### src/rtl/multicycle_control_unit.sv
// Multicycle MIPS main controller: FETCH/DECODE/EXECUTE/MEM/WB sequencing with memory stalls and a retired-instruction counter.
// Optional jump support is enabled by defining MCU_JUMP_EN.
module multicycle_control_unit #(
  parameter int OPCODE_W = 6,
  parameter int ALUOP_W  = 2,
  parameter int CNT_W    = 16
) (
  input  logic                clk,
  input  logic                rst_n,
  input  logic [OPCODE_W-1:0] opcode,
  input  logic                zero,
  input  logic                mem_ready,
  output logic                PCWrite,
  output logic                PCWriteCond,
  output logic                IorD,
  output logic                MemRead,
  output logic                MemWrite,
  output logic                IRWrite,
  output logic                MemtoReg,
  output logic                RegDst,
  output logic                RegWrite,
  output logic                AluSrcA,
  output logic [1:0]          AluSrcB,
  output logic [ALUOP_W-1:0]  AluOp,
  output logic [1:0]          PCSource,
  output logic                illegal_op,
  output logic [CNT_W-1:0]    instr_count,
  output logic [3:0]          state
);

  localparam logic [OPCODE_W-1:0] OP_RTYPE = OPCODE_W'(6'b000000);
  localparam logic [OPCODE_W-1:0] OP_LW    = OPCODE_W'(6'b100011);
  localparam logic [OPCODE_W-1:0] OP_SW    = OPCODE_W'(6'b101011);
  localparam logic [OPCODE_W-1:0] OP_BEQ   = OPCODE_W'(6'b000100);
`ifdef MCU_JUMP_EN
  localparam logic [OPCODE_W-1:0] OP_J     = OPCODE_W'(6'b000010);
`endif

  typedef enum logic [3:0] {
    S_IDLE   = 4'd0,
    S_FETCH  = 4'd1,
    S_DECODE = 4'd2,
    S_MEMADR = 4'd3,
    S_MEMRD  = 4'd4,
    S_MEMWB  = 4'd5,
    S_MEMWR  = 4'd6,
    S_EXEC   = 4'd7,
    S_RWB    = 4'd8,
    S_BRANCH = 4'd9
`ifdef MCU_JUMP_EN
    , S_JUMP = 4'd10
`endif
  } state_t;

  typedef struct packed {
    logic               pc_write;
    logic               pc_write_cond;
    logic               iord;
    logic               mem_read;
    logic               mem_write;
    logic               mem_to_reg;
    logic               reg_dst;
    logic               reg_write;
    logic               alu_src_a;
    logic [1:0]         alu_src_b;
    logic [ALUOP_W-1:0] alu_op;
    logic [1:0]         pc_source;
  } ctrl_t;

  state_t           state_r;
  state_t           next_s;
  ctrl_t            ctrl_r;
  logic [CNT_W-1:0] instr_count_r;
  logic             retire_s;
  logic             fetch_ack_s;

  function automatic logic opcode_legal(input logic [OPCODE_W-1:0] op);
    logic ok;
    ok = (op == OP_RTYPE) || (op == OP_LW) || (op == OP_SW) || (op == OP_BEQ);
`ifdef MCU_JUMP_EN
    ok = ok || (op == OP_J);
`endif
    return ok;
  endfunction

  // Moore control word for each state; FETCH's IRWrite/PCWrite are added outside.
  function automatic ctrl_t decode_ctrl(input state_t s);
    ctrl_t c;
    c = '0;
    case (s)
      S_FETCH: begin
        c.mem_read  = 1'b1;
        c.alu_src_b = 2'b01;
      end
      S_DECODE: c.alu_src_b = 2'b11;
      S_MEMADR: begin
        c.alu_src_a = 1'b1;
        c.alu_src_b = 2'b10;
      end
      S_MEMRD: begin
        c.mem_read = 1'b1;
        c.iord     = 1'b1;
      end
      S_MEMWB: begin
        c.reg_write  = 1'b1;
        c.mem_to_reg = 1'b1;
      end
      S_MEMWR: begin
        c.mem_write = 1'b1;
        c.iord      = 1'b1;
      end
      S_EXEC: begin
        c.alu_src_a = 1'b1;
        c.alu_op    = ALUOP_W'(2'b10);
      end
      S_RWB: begin
        c.reg_write = 1'b1;
        c.reg_dst   = 1'b1;
      end
      S_BRANCH: begin
        c.alu_src_a     = 1'b1;
        c.alu_op        = ALUOP_W'(2'b01);
        c.pc_write_cond = 1'b1;
        c.pc_source     = 2'b01;
      end
`ifdef MCU_JUMP_EN
      S_JUMP: begin
        c.pc_write  = 1'b1;
        c.pc_source = 2'b10;
      end
`endif
      default: c = '0;
    endcase
    return c;
  endfunction

  // Next-state selection from current state, IR opcode and memory handshake.
  always_comb begin
    next_s = S_FETCH;
    case (state_r)
      S_IDLE:   next_s = S_FETCH;
      S_FETCH:  next_s = mem_ready ? S_DECODE : S_FETCH;
      S_DECODE: begin
        if (opcode == OP_RTYPE) begin
          next_s = S_EXEC;
        end else if ((opcode == OP_LW) || (opcode == OP_SW)) begin
          next_s = S_MEMADR;
        end else if (opcode == OP_BEQ) begin
          next_s = S_BRANCH;
`ifdef MCU_JUMP_EN
        end else if (opcode == OP_J) begin
          next_s = S_JUMP;
`endif
        end else begin
          next_s = S_FETCH;
        end
      end
      S_MEMADR: begin
        if (opcode == OP_LW) begin
          next_s = S_MEMRD;
        end else if (opcode == OP_SW) begin
          next_s = S_MEMWR;
        end else begin
          next_s = S_FETCH;
        end
      end
      S_MEMRD:  next_s = mem_ready ? S_MEMWB : S_MEMRD;
      S_MEMWB:  next_s = S_FETCH;
      S_MEMWR:  next_s = mem_ready ? S_FETCH : S_MEMWR;
      S_EXEC:   next_s = S_RWB;
      S_RWB:    next_s = S_FETCH;
      S_BRANCH: next_s = S_FETCH;
`ifdef MCU_JUMP_EN
      S_JUMP:   next_s = S_FETCH;
`endif
      default:  next_s = S_FETCH;
    endcase
  end

  // An instruction retires on its last cycle; a stalled store only once memory accepts it.
  always_comb begin
    retire_s = 1'b0;
    case (state_r)
      S_MEMWB, S_RWB, S_BRANCH: retire_s = 1'b1;
      S_MEMWR:                  retire_s = mem_ready;
`ifdef MCU_JUMP_EN
      S_JUMP:                   retire_s = 1'b1;
`endif
      default:                  retire_s = 1'b0;
    endcase
  end

  // State, control word (decoded from the next state so it lines up with it) and counter.
  always_ff @(posedge clk or negedge rst_n) begin
    if (!rst_n) begin
      state_r       <= S_IDLE;
      ctrl_r        <= '0;
      instr_count_r <= '0;
    end else begin
      state_r <= next_s;
      ctrl_r  <= decode_ctrl(next_s);
      if (retire_s) begin
        instr_count_r <= instr_count_r + CNT_W'(1);
      end else begin
        instr_count_r <= instr_count_r;
      end
    end
  end

  assign fetch_ack_s = (state_r == S_FETCH) && mem_ready;

  assign PCWrite     = ctrl_r.pc_write | fetch_ack_s;
  assign IRWrite     = fetch_ack_s;
  assign PCWriteCond = ctrl_r.pc_write_cond;
  assign IorD        = ctrl_r.iord;
  assign MemRead     = ctrl_r.mem_read;
  assign MemWrite    = ctrl_r.mem_write;
  assign MemtoReg    = ctrl_r.mem_to_reg;
  assign RegDst      = ctrl_r.reg_dst;
  assign RegWrite    = ctrl_r.reg_write;
  assign AluSrcA     = ctrl_r.alu_src_a;
  assign AluSrcB     = ctrl_r.alu_src_b;
  assign AluOp       = ctrl_r.alu_op;
  assign PCSource    = ctrl_r.pc_source;
  assign illegal_op  = (state_r == S_DECODE) && !opcode_legal(opcode);
  assign instr_count = instr_count_r;
  assign state       = state_r;

  // The branch compare result is applied by the datapath through PCWriteCond.
  logic unused_s;
  assign unused_s = zero;

endmodule

### config.mk
export PLATFORM = sky130hd
export DESIGN_NAME = multicycle_control_unit
export DESIGN_NICKNAME = d
export VERILOG_FILES = /design/src/rtl/multicycle_control_unit.sv
export SDC_FILE = /design/constraint.sdc
export NUM_CORES = 1
export LEC_CHECK = 0
export CELL_PAD_IN_SITES_DETAIL_PLACEMENT = 0
export CELL_PAD_IN_SITES_GLOBAL_PLACEMENT = 1
export CORE_MARGIN = 3
export CORE_UTILIZATION = 38
export DETAILED_ROUTE_END_ITERATION = 8
export GPL_TIMING_DRIVEN = 0
export PLACE_DENSITY = 0.95
export SLEW_MARGIN = 10
export SYNTH_ARGS = -nofsm -noshare
export SYNTH_HDL_FRONTEND = slang
export SYNTH_SLANG_ARGS = --single-unit
### constraint.sdc
create_clock -name clk -period 5.5 [get_ports clk]
set_clock_uncertainty 0.05 [all_clocks]
set_input_delay 0.55 -clock clk [delete_from_list [all_inputs] [get_ports clk]]
set_output_delay 0.55 -clock clk [all_outputs]
set_load 0.01 [all_outputs]
==> Word-level counts from Yosys, hierarchy flattened <==
Index checks and enable logic that the tools add are counted.
{ "classes": {"n_addsub": 1, "n_eq_ne": 21, "n_reduce_logical": 13, "muxes": 21} }
{ "op_table": {"columns": ["cell", "count"], "rows": [
  ["4-bit by 3-bit == test with 1-bit output (second input constant)", 8],
  ["4-bit case mux with 6 select lines", 1],
  ["16-bit by 1-bit adder with 16-bit output (second input constant)", 1],
  ["4-bit by 2-bit == test with 1-bit output (second input constant)", 4],
  ["4-bit == test (second input constant)", 4],
  ["6-bit == test (second input constant)", 2],
  ["4-bit 2-to-1 mux", 3],
  ["1-bit 2-to-1 mux", 10],
  ["3-bit 2-to-1 mux", 3],
  ["4-bit by 1-bit == test with 1-bit output (second input constant)", 2],
  ["6-bit by 3-bit == test with 1-bit output (second input constant)", 1],
  ["6-bit logical NOT", 1],
  ["2-bit case mux with 3 select lines", 1],
  ["2-bit OR reduction", 3],
  ["3-bit OR reduction", 2],
  ["1-bit logical OR", 4],
  ["2-bit case mux with 2 select lines", 1],
  ["1-bit logical AND", 2],
  ["2-bit 2-to-1 mux", 1],
  ["1-bit case mux with 2 select lines", 1],
  ["1-bit logical NOT", 1]
]} }
{ "totals": {"register_bits": 34, "output_inout_bits": 37} }

==> Depth between registers and ports, before layout <==
{ "depth": {"word_depth": 8, "mapped_depth": 7, "depth_no_buf": 5} }

==> Least setup slack after synthesis <==
OpenSTA, ideal clock, no wires.
{ "synth_timing": {"kind": "input-to-output", "start": "input port opcode[1]", "end": "output port illegal_op", "arrival_time_ps": 1477, "required_time_ps": 4900, "setup_slack_ps": 3423, "cell_stages": 5, "cell_sequence": "nor4_2 > nor2b_1 > or3_1 > nand2_1 > nor2_1"} }
{ "synth_between": {"elab_chain_cells": 6, "elab_cells_between_ends": 9, "cone_classes": "3 x eq/ne; 6 x reduce/logical"} }
{ "synth_rtl": {"columns": ["item", "line", "text"], "rows": [
  ["start, declared", "10", "input logic [OPCODE_W-1:0] opcode,"],
  ["6-bit == test or 6-bit logical NOT (tied branches)", "79", "ok = (op == OP_RTYPE) || (op == OP_LW) || (op == OP_SW) || (op == OP_BEQ);"],
  ["1-bit logical OR (2 in a row)", "79", null],
  ["1-bit logical OR (*)", "79", null],
  ["1-bit logical NOT (*)", "225", "assign illegal_op = (state_r == S_DECODE) && !opcode_legal(opcode);"],
  ["1-bit logical AND (*)", "225", null],
  ["end, declared", "26", "output logic illegal_op,"]
]} }
Every way passes the cells marked *; elsewhere a longest branch is shown, timed or not.

==> Final worst setup path <==
{ "layout_timing": {"start": "input port opcode[3]", "end": "output port illegal_op"} }
The elaborated chain is that of the path after synthesis.

==> summary.txt <==
Place
  • GP Congestion: 0.827
  • I/O Buffers: 44
  • DP Area: 0.00199 mm2
  • DP Cell Count: 228
  • Dpl ws: 2.32 ns
  • DP HPWL: 2570 um

Flow run
  • Max-cap violations: 0

Pwr
  • Max rail drop VDD: 132 uV
  • Clock share of power: 34.1%
  • Power Dens Cells: 257 mW/mm2
  • Sequential share of power: 48.8%
  • Switching part of the total: 25.2%
  • Gate power share: 17.1%
  • Internal power: 0.401 mW
  • P_leak: 0.904 nW
  • P_sw: 0.135 mW

Timing
  • Fin. max-slew vios: 0
  • Worst setup slack after layout: 2.34 ns
  • TNS Setup: 0 ns
  • RSZ-0062 raised after global routing: no
  • Slew @ Worst Pin: 0.703 ns
  • Fmax achieved: 0.316 GHz
  • Final-report hold violation count: 0
  • Slew margin rel.: 53.1%
  • Final period util: 57.5%
  • Fin crit period: 3.16 ns
  • Min Hold Slack: 0.267 ns
  • Final setup viols: 0

Clock tree
  • CTS H-tree lvls: 2
  • Setup repair bufs after CTS: 0
  • Clk slew on worst S/H paths: 0.06 ns
  • Cts hold-fix bufs: 0
  • Root buffer cell: clkbuf_8
  • Total clock sinks: 32
  • CTS tree: yes
  • Total CTS buffers: 5
  • PostCTS Resize Cnt: 0
  • Clock Latency Late Sink: 0.28 ns
  • Clock Path Buffers: 2

Floorplan
  • Top Ports: 47
  • Die W: 68.8 um
  • Die Height: 68.8 um
  • Die Area: 0.00473 mm2
  • Starting Density: 40.0%
  • Core Region: 0.00374 mm2
  • Rows: 22

Critical path
  • WP data required: 4.90 ns
  • Worst EP arrival: 2.56 ns
  • CP Cell Sequence: clkdlybuf4s50_1 > nor4_2 > nor2b_1 > or3_1 > nand2_1 > nor2_1 > clkdlybuf4s50_1
  • Max FO, Critical Path: 4
  • Worst path top cell family by delay: simple AND/OR/NAND/NOR gates
  • Buf/Inv on CP: 2
  • CP endpoint kind: primary output
  • Type of origin of the critical path: primary input
  • CP peak stage delay: 0.50 ns
  • R2R setup slack: 3.33 ns
  • Most used cell, CP: clkdlybuf4s50_1
  • Critical path's slowest cell: clkdlybuf4s50_1
  • Kind of critical path: in2out

Routing
  • Vias: 1197
  • # DRC: 0
  • Drt wl/cell: 14.3 um
  • Final WL: 3380 um
  • TritonRoute pass-1 iters: 6
  • Final ANT Viol Nets: 0
  • Starting DRC count in detailed routing: 50
  • Vias/cell: 5.07

Layout
  • Antenna cell count: 0
  • Layout area overhead: 39.1%
  • Post-Layout Inst Area: 0.00208 mm2
  • Fillcell total: 344
  • Nets: 198
  • Post-Layout Cell Count: 236
  • Layout cells sized above 1: 10.6%

Synthesis
  • Synth warnings: 0
  • Yosys cell types: 38
  • FFs w/ async S/R, synth: 100%
  • Number of flops mapped to enable cells by yosys: 0
  • Top-area cell type share of the netlist area: 53.5%
  • Post-synth top area cell: dfrtp_1
  • Top-count cell post-synth: dfrtp_1
  • Post-synthesis sequential area ratio: 53.5%
  • Gate Count Post-Synth: 136
  • Synthesized area: 0.00150 mm2
  • Top FF cell, synth: dfrtp_1
  • Synthesis-stage register bit count: 32
  • Avg Cell Area, Syn: 11.0 um2
  • Synthesized Nets: 147
  • Top post-synthesis cells by area: dfrtp_1 53%, xnor2_1 7.6%, and3_1 2.9%
  • Most frequent cells after synthesis: 32 x dfrtp_1, 13 x xnor2_1, 10 x nand2_1

Global route
  • Largest net degree at the start of global routing: 33
  • Tot GR Track Use: 16.6%
  • First-pass GRT wire length: 5710 um
  • Number of global-route vias before repair: 1185
  • Grt ovf: 0
  • Antenna violations before repair: 0

Run status
  • Status: completed

Min path
  • Min-Delay Path Class: in2async
-- routing by layer --
layer  up-vias  part of all wire (%)  wire (um)  global-route usage, %
met5         -                     0          0                      0
met4         0                   1.7         58                   5.84
met3         6                   7.7        260                   5.02
met2        51                    50       1680                   27.8
met1       571                    41       1380                   20.3
li1        569                     -          -                      -
-- layout make-up --
type	instances	area, um2	share of cell area [%]
Multi-Input combinational cell	93	636	30.5
Tap cell	48	60.1	2.88
Clock buffer	8	90.1	4.32
Sequential cell	32	801	38.4
Timing Repair Buffer	44	435	20.9
Buffer	7	46.3	2.22
Inverter	4	15.0	0.721
-- power groups by stage --
stage / Clock (mW) / Combinational, mW / Sequential (mW)
after floorplan: 0 / 0.0358 / 0.270
after global placement: 0 / 0.0911 / 0.265
after detailed placement: 0 / 0.0926 / 0.267
after CTS: 0.188 / 0.0930 / 0.262
after global routing: 0.198 / 0.103 / 0.264
final: 0.183 / 0.0918 / 0.262
-- layout by cell type (no fill, tap or decap), drive strengths merged, types with 2 or more instances in the layout --
cell,instances
nor3,2
o21ai,2
nor2b,4
nand2b,4
xnor2,13
inv,4
clkbuf,10
nand2,10
buf,6
nand4,3
and3,7
a211oi,3
nand3b,4
nor2,7
a21oi,4
clkdlybuf4s50,43
nor4,2
xor2,2
or2,3
nand3,8
dfrtp,32
-- worst reg2reg max path: stages (launching register included) --
cell and delay, ns:
dfrtp_1 0.39, buf_6 0.15, or4b_1 0.50, buf_2 0.17
nor4b_4 0.29, a211oi_1 0.12, or2_1 0.30, o22ai_2 0.12
-- stage by stage --
stage	util, %	power [mW]
after global routing	55.6	0.565
final	55.6	0.536
after CTS	55.6	0.543
after global placement	53.4	0.356
after floorplan	-	0.306
after detailed placement	53.2	0.359
-- state kept, by name (all words and copies together), names as in the netlist --
signal	cells
instr_count	16
MemtoReg	1
MemWrite	1
MemRead	1
AluSrcA	1
AluSrcB	2
RegWrite	1
state	4
PCSource	1
IorD	1
RegDst	1
AluOp	2
-- worst paths after layout --
path / start / endpoint / cells past startpoint
min reg2reg: instr_count[15] / instr_count[15] / 1
min: rst_n / instr_count[15] / 1
max: opcode[3] / illegal_op / 7
max in group asynchronous: rst_n / instr_count[12] / 1
max reg2reg: state[0] / MemRead / 7
min in group clk: instr_count[15] / instr_count[15] / 1
-- cells by family (layout without fill, tap and decap cells) --
kind of cell | Yosys count | in the layout | share of synthesized area, %
xor+xnor | 15 | 15 | 8.77
compound gates | 15 | 15 | 7.35
other cells | 1 | 1 | 0.250
fa+ha+maj | 1 | 1 | 0.835
simple gates | 60 | 60 | 24.5
mux | 1 | 1 | 0.752
flops | 32 | 32 | 53.5
buf+inv | 11 | 63 | 4.09
Note: power is estimated with default switching activity, not from simulation.
